**src/rtl/fifo_read_ctrl.sv**
```systemverilog
// Read-side controller of the asynchronous FIFO (rclk domain): Gray write-pointer synchroniser,
// read pointers, registered empty/fill/underflow. Optional almost_empty under FIFO_ALMOST_EMPTY_EN.
module fifo_read_ctrl #(
    parameter int ADDR_WIDTH    = 4,
    parameter int SYNC_STAGES   = 2,
    parameter int AEMPTY_THRESH = 2
) (
    input  logic                  rclk,
    input  logic                  rrst_n,
    input  logic                  rclk_en,
    input  logic [ADDR_WIDTH:0]   wptr_gray,
    output logic [ADDR_WIDTH-1:0] raddr,
    output logic [ADDR_WIDTH:0]   rptr_gray,
    output logic                  empty,
    output logic [ADDR_WIDTH:0]   rfill,
    output logic                  underflow
`ifdef FIFO_ALMOST_EMPTY_EN
    ,
    output logic                  almost_empty
`endif
);

    if (SYNC_STAGES < 2 || AEMPTY_THRESH < 0) begin : g_param_check
        $error("fifo_read_ctrl: SYNC_STAGES must be >= 2 and AEMPTY_THRESH >= 0");
    end

    logic [ADDR_WIDTH:0] sync_reg [SYNC_STAGES];
    logic [ADDR_WIDTH:0] wq_gray;
    logic [ADDR_WIDTH:0] wq_bin;

    logic [ADDR_WIDTH:0] rbin_reg;
    logic [ADDR_WIDTH:0] rbin_next;
    logic [ADDR_WIDTH:0] rgray_reg;
    logic [ADDR_WIDTH:0] rgray_next;
    logic                empty_reg;
    logic                empty_next;
    logic [ADDR_WIDTH:0] rfill_reg;
    logic [ADDR_WIDTH:0] rfill_next;
    logic                underflow_reg;
    logic                ren;

    // Plain flop chain: nothing combinational may sit between stages.
    genvar gi;
    for (gi = 0; gi < SYNC_STAGES; gi++) begin : g_sync
        if (gi == 0) begin : g_first
            always_ff @(posedge rclk or negedge rrst_n) begin
                if (!rrst_n) sync_reg[gi] <= '0;
                else         sync_reg[gi] <= wptr_gray;
            end
        end else begin : g_rest
            always_ff @(posedge rclk or negedge rrst_n) begin
                if (!rrst_n) sync_reg[gi] <= '0;
                else         sync_reg[gi] <= sync_reg[gi-1];
            end
        end
    end

    assign wq_gray = sync_reg[SYNC_STAGES-1];

    // Each binary bit is the XOR of all Gray bits at or above it.
    for (gi = 0; gi <= ADDR_WIDTH; gi++) begin : g_g2b
        assign wq_bin[gi] = ^(wq_gray >> gi);
    end

    assign ren        = rclk_en & ~empty_reg;
    assign rbin_next  = rbin_reg + {{ADDR_WIDTH{1'b0}}, ren};
    assign rgray_next = (rbin_next >> 1) ^ rbin_next;
    assign empty_next = (rgray_next == wq_gray);
    assign rfill_next = wq_bin - rbin_next;

    always_ff @(posedge rclk or negedge rrst_n) begin
        if (!rrst_n) begin
            rbin_reg      <= '0;
            rgray_reg     <= '0;
            empty_reg     <= 1'b1;
            rfill_reg     <= '0;
            underflow_reg <= 1'b0;
        end else begin
            rbin_reg      <= rbin_next;
            rgray_reg     <= rgray_next;
            empty_reg     <= empty_next;
            rfill_reg     <= rfill_next;
            underflow_reg <= rclk_en & empty_reg;
        end
    end

`ifdef FIFO_ALMOST_EMPTY_EN
    logic almost_empty_reg;

    always_ff @(posedge rclk or negedge rrst_n) begin
        if (!rrst_n) almost_empty_reg <= 1'b1;
        else         almost_empty_reg <= (rfill_next <= (ADDR_WIDTH+1)'(AEMPTY_THRESH));
    end

    assign almost_empty = almost_empty_reg;
`endif

    assign raddr     = rbin_reg[ADDR_WIDTH-1:0];
    assign rptr_gray = rgray_reg;
    assign empty     = empty_reg;
    assign rfill     = rfill_reg;
    assign underflow = underflow_reg;

endmodule

```
**config.mk**
```make
export PLATFORM = sky130hd
export DESIGN_NAME = fifo_read_ctrl
export DESIGN_NICKNAME = d
export VERILOG_FILES = /design/src/rtl/fifo_read_ctrl.sv
export SDC_FILE = /design/constraint.sdc
export NUM_CORES = 1
export LEC_CHECK = 0
export CAP_MARGIN = 20
export CORE_MARGIN = 5
export CORE_UTILIZATION = 40
export DETAILED_ROUTE_END_ITERATION = 6
export PLACE_DENSITY_LB_ADDON = 0.12
export SYNTH_ARGS = -nofsm -noshare
export SYNTH_HDL_FRONTEND = slang
export SYNTH_SLANG_ARGS = --single-unit
export TNS_END_PERCENT = 5
```
**constraint.sdc**
```tcl
create_clock -name rclk -period 2.9 [get_ports rclk]
set_input_delay 0.58 -clock rclk [delete_from_list [all_inputs] [get_ports rclk]]
set_output_delay 0.58 -clock rclk [all_outputs]
set_load 0.005 [all_outputs]
```
### Yosys cells after proc, flatten, opt, wreduce, memory -nomap -nowiden

Index checks and enable logic that the tools add are counted.
Widths: inputs -> output; s select.

* register bits: 27
* latch bits: 0
* memory bits (writable): 0
* ROM bits: 0
* output and inout port bits: 16
* logic and storage cells: 19
* memories kept: 0

* add/subtract/negate cells: 2
* $mul: 0
* divide/modulo/power cells: 0
* $lt $le $gt $ge: 0
* equality and inequality tests: 1
* shift-type cells: 0
* muxes and demuxes: 0
* bitwise operators: 4
* reductions and logical operators: 5

Operators with widths (count)
* $reduce_xor 5->1: 5
* $add 5x1->5: 1
* $eq 5x5->1: 1
* $sub 5x5->5: 1
* $xor 4x5->5: 1
* $and 1x1->1: 2
* $not 1->1: 1

### Logic depth before layout (Yosys ltp)

* depth in word-level cells: 5
* gate-level depth with buffers: 10
* depth with buffers taken out: 10

### Worst setup path after synthesis

OpenSTA, ideal clock, no wires.

* kind: input to register
* start: input port rclk_en
* end: register rfill_reg[4], in the netlist rfill[4]
* data arrival time: 2.345 ns
* data required time: 2.774 ns
* path slack: 0.429 ns
* stages: 9
* path buffers: 0
* path through: nor2b_1 -> ha_1 -> ha_1 -> xor2_2 -> inv_1 -> ha_1 -> a21oi_1 -> maj3_1 -> xnor2_1

* cells in the longest elaborated chain, start to end: 3

RTL lines
* start, declared: line 10 `input logic rclk_en,`
* $and 1x1->1: line 65 `assign ren = rclk_en & ~empty_reg;`
* $add 5x1->5: line 66 `assign rbin_next = rbin_reg + {{ADDR_WIDTH{1'b0}}, ren};`
* net rbin_next[2]: line 32 `logic [ADDR_WIDTH:0] rbin_next;`
* $sub 5x5->5: line 69 `assign rfill_next = wq_bin - rbin_next;`
* net rfill_next[4]: line 38 `logic [ADDR_WIDTH:0] rfill_next;`
* end signal, assigned: line 82 `rfill_reg <= rfill_next;`
* end, declared: line 37 `logic [ADDR_WIDTH:0] rfill_reg;`

The timed path passes the listed nets, and every way through them passes these cells.

### Worst setup path in the final report

* start: register sync_reg, in the netlist wq_gray[3]
* end: register rfill_reg[4], in the netlist rfill[4]

* cells in the longest elaborated chain, start to end: 2
* elaborated cells on any way between the ends: 5

RTL lines
* start, declared: line 27 `logic [ADDR_WIDTH:0] sync_reg [SYNC_STAGES];`
* start signal, assigned by index: line 53 `else sync_reg[gi] <= sync_reg[gi-1];`
* $reduce_xor 5->1: line 62 `assign wq_bin[gi] = ^(wq_gray >> gi);`
* $sub 5x5->5 *: line 69
* net rfill_next[4]: line 38

Mark *: on every way through the listed nets, which the timed path passes. The rest lies on a longest branch.

==> out/metrics.yaml <==
status: "completed"
start_kind: "flop"
cell_internal_pwr_mw: 1.07
hold_buffers: 0
dp_hpwl_mm: 1.36
worst_r2r_path_depth: 10
comb_power_share_pct: 55.0
drt_pre_antenna_iters: 2
cts_tree: "done"
min_from: "sync_reg[7]$_DFF_PN0_"
grt_setup_unrepaired: "false"
worst_slew_pin_slew_ns: 0.386
grt_max_degree: 27
setup_viol_count_final: 0
final_cells: 141
r2r_end: "rfill[4]$_DFF_PN0_"
ff2ff_setup_slack_ns: 0.29
slew_violations: 0
worstReg2RegStart: "wq_gray[3]$_DFF_PN0_"
synth_area_um2: 1120
synth_ff_type: "dfrtp_1"
grt_pass1_vias: 710
viasPerCell: 4.55
ys_ff_latch: 26
min_to: "wq_gray[2]$_DFF_PN0_"
slew_headroom_pct: 74.2
rows: 19
dieArea_um2: 3960
cts.sinks: 26
cts_resized: 0
fmax_mhz: 383
numPortBuffers: 23
p_per_area_nw_per_um2: 1130
syn_avg_cell_area_um2: 14.2
fillers: 248
multi_input_area_um2: 439
arrival_ns: 2.85
fin_tns_setup_ns: 0
holdWs_ns: 0.362
synth_nets: 93
grt_overflow: 0
synth.area.top_cells: "dfrtp_1 56%, xor2_1 7.8%, xnor2_1 7.0%, ha_1 5.6%, xnor2_2 4.4%"
core_area_um2: 2710
p_switching_mw: 0.554
ys_warn_count: 0
cts_buffers: 3
drt_iter0_drc: 12
post_cts_buffers: 0
cp_max_fo: 3
cts.root.buffer_cell: "clkbuf_4"
yosysSeqAreaShare_pct: 58.1
cp_data_required_time_ns: 3.14
insertion_delay_ns: 0.31
syn2layout_area_growth_pct: 28.7
diodes: 0
vdd_drop_max_uv: 606
drc: 0
grt_first_pass_wirelength_mm: 3.15
hold_path_depth: 0
synth_top_area_share_pct: 55.8
wl_per_cell_um: 12.5
p_sw_share_pct: 34.1
ios: 24
ant_nets: 0
cts_buffer_depth: 2
end_kind: "flop"
dieWidth_um: 62.9
seq_area_um2: 652
htreeDepth: 1
drive_gt1_share_pct: 12.7
yosysUniqueCellTypes: 24
crit_type: "flop to flop"
utilization_pct: 53.2
vias: 641
start_util_pct: 41.4
leakage_nw: 0.654
nNetsFinal: 125
synth-edff-count: 0
async_reset_ff_share_pct: 100
synth_area_leader_cell: "dfrtp_1"
finalCritPeriodShare_pct: 90.2
maxCapViolCount: 0
finalWeightedCongestion: 0.721
fin_area_um2: 1440
wirelength_mm: 1.76
clock_skew_ns: 0.00919
clock_power_share_pct: 9.3
syn_inst: 79
antenna_found_initial: 0
place_inst: 137
post-route-min-period_ns: 2.61
synth_commonest_cells: "25 x dfrtp_1, 10 x xor2_1, 9 x xnor2_1"
track_usage_pct: 10.3
clkTransAtPathRegs_ns: 0.12
hold_viol: 0
p_seq_share_pct: 35.7
die_h_um: 62.9
dpl-instance-area_um2: 1420
synth.most_common_cell: "dfrtp_1"
min_path_type: "flop to flop"
## power groups by stage
| stage | combinational [mW] | sequential (mW) | clock (mW) |
|---|---|---|---|
| 3_5_place_dp | 0.909 | 0.590 | 0 |
| 5_1_grt | 1.01 | 0.598 | 0.178 |
| 6_report | 0.894 | 0.580 | 0.150 |
| 3_3_place_gp | 0.903 | 0.582 | 0 |
| 2_1_floorplan | 0.543 | 0.580 | 0 |
| 4_1_cts | 0.917 | 0.582 | 0.161 |
## per-layer routing
layer	track usage (%)	part of all wire (%)	vias to the layer above
li1	-	-	314
met1	11.7	44	303
met2	16.9	47	20
met3	3.24	7.8	4
met4	5.57	1.8	0
met5	0	0	-
## cells by family after synthesis
| group | after synthesis | share of synthesized area (%) |
|---|---|---|
| flip-flops | 26 | 58.1 |
| multiplexers | 1 | 0.893 |
| XOR/XNOR | 23 | 20.6 |
| buffers and inverters | 6 | 2.68 |
| AND/OR/NAND/NOR | 10 | 5.14 |
| adder cells (fa/ha/maj) | 7 | 8.26 |
| AO/OA/AOI/OAI | 6 | 4.24 |
## worst max path at each step
stage	startpoint	end	slack, ns
detailed placement	rclk_en	rfill[4]$_DFF_PN0_	0.01
global route	wq_gray[3]$_DFF_PN0_	rfill[4]$_DFF_PN0_	0.11
floorplan	rclk_en	rfill[4]$_DFF_PN0_	0.43
finish	wq_gray[3]$_DFF_PN0_	rfill[4]$_DFF_PN0_	0.29
global placement	rclk_en	rfill[4]$_DFF_PN0_	0.06
CTS	wq_gray[3]$_DFF_PN0_	rfill[4]$_DFF_PN0_	0.24
## cell usage in the layout (no fill, tap or decap), types with 2 or more instances in the layout
master | Yosys | routed
buf_4 | 0 | 5
ha_1 | 5 | 5
nand3_1 | 2 | 2
xnor2_1 | 9 | 9
xor2_1 | 10 | 10
a21oi_1 | 2 | 2
xnor2_2 | 3 | 3
dfrtp_1 | 25 | 25
nand2_1 | 3 | 3
clkdlybuf4s50_1 | 0 | 23
clkbuf_4 | 0 | 3
inv_1 | 5 | 5
## through the flow
step                      power (mW)  setup WS (ns)
after floorplan                 1.12          0.429
after CTS                       1.66          0.245
after global routing            1.79          0.111
after global placement          1.49         0.0571
after detailed placement        1.50         0.0108
final                           1.62          0.286
## layout make-up
type                    instances  share of cell area [%]
flip-flops and latches         26                    45.2
inverters                       5                    1.30
well taps                      31                    2.69
clock buffers                   4                    1.82
repair buffers                 28                    18.6
multi-input cells              47                    30.4
## worst max-delay path, cell delays in order, from the launching register on
cell,delay (ns)
dfrtp_1,0.44
xnor2_2,0.29
xnor2_2,0.16
xor2_1,0.36
xnor2_1,0.17
ha_1,0.16
inv_1,0.06
fa_1,0.40
a21oi_1,0.17
maj3_1,0.21
xnor2_1,0.12
Note: power is estimated with default switching activity, not from simulation.
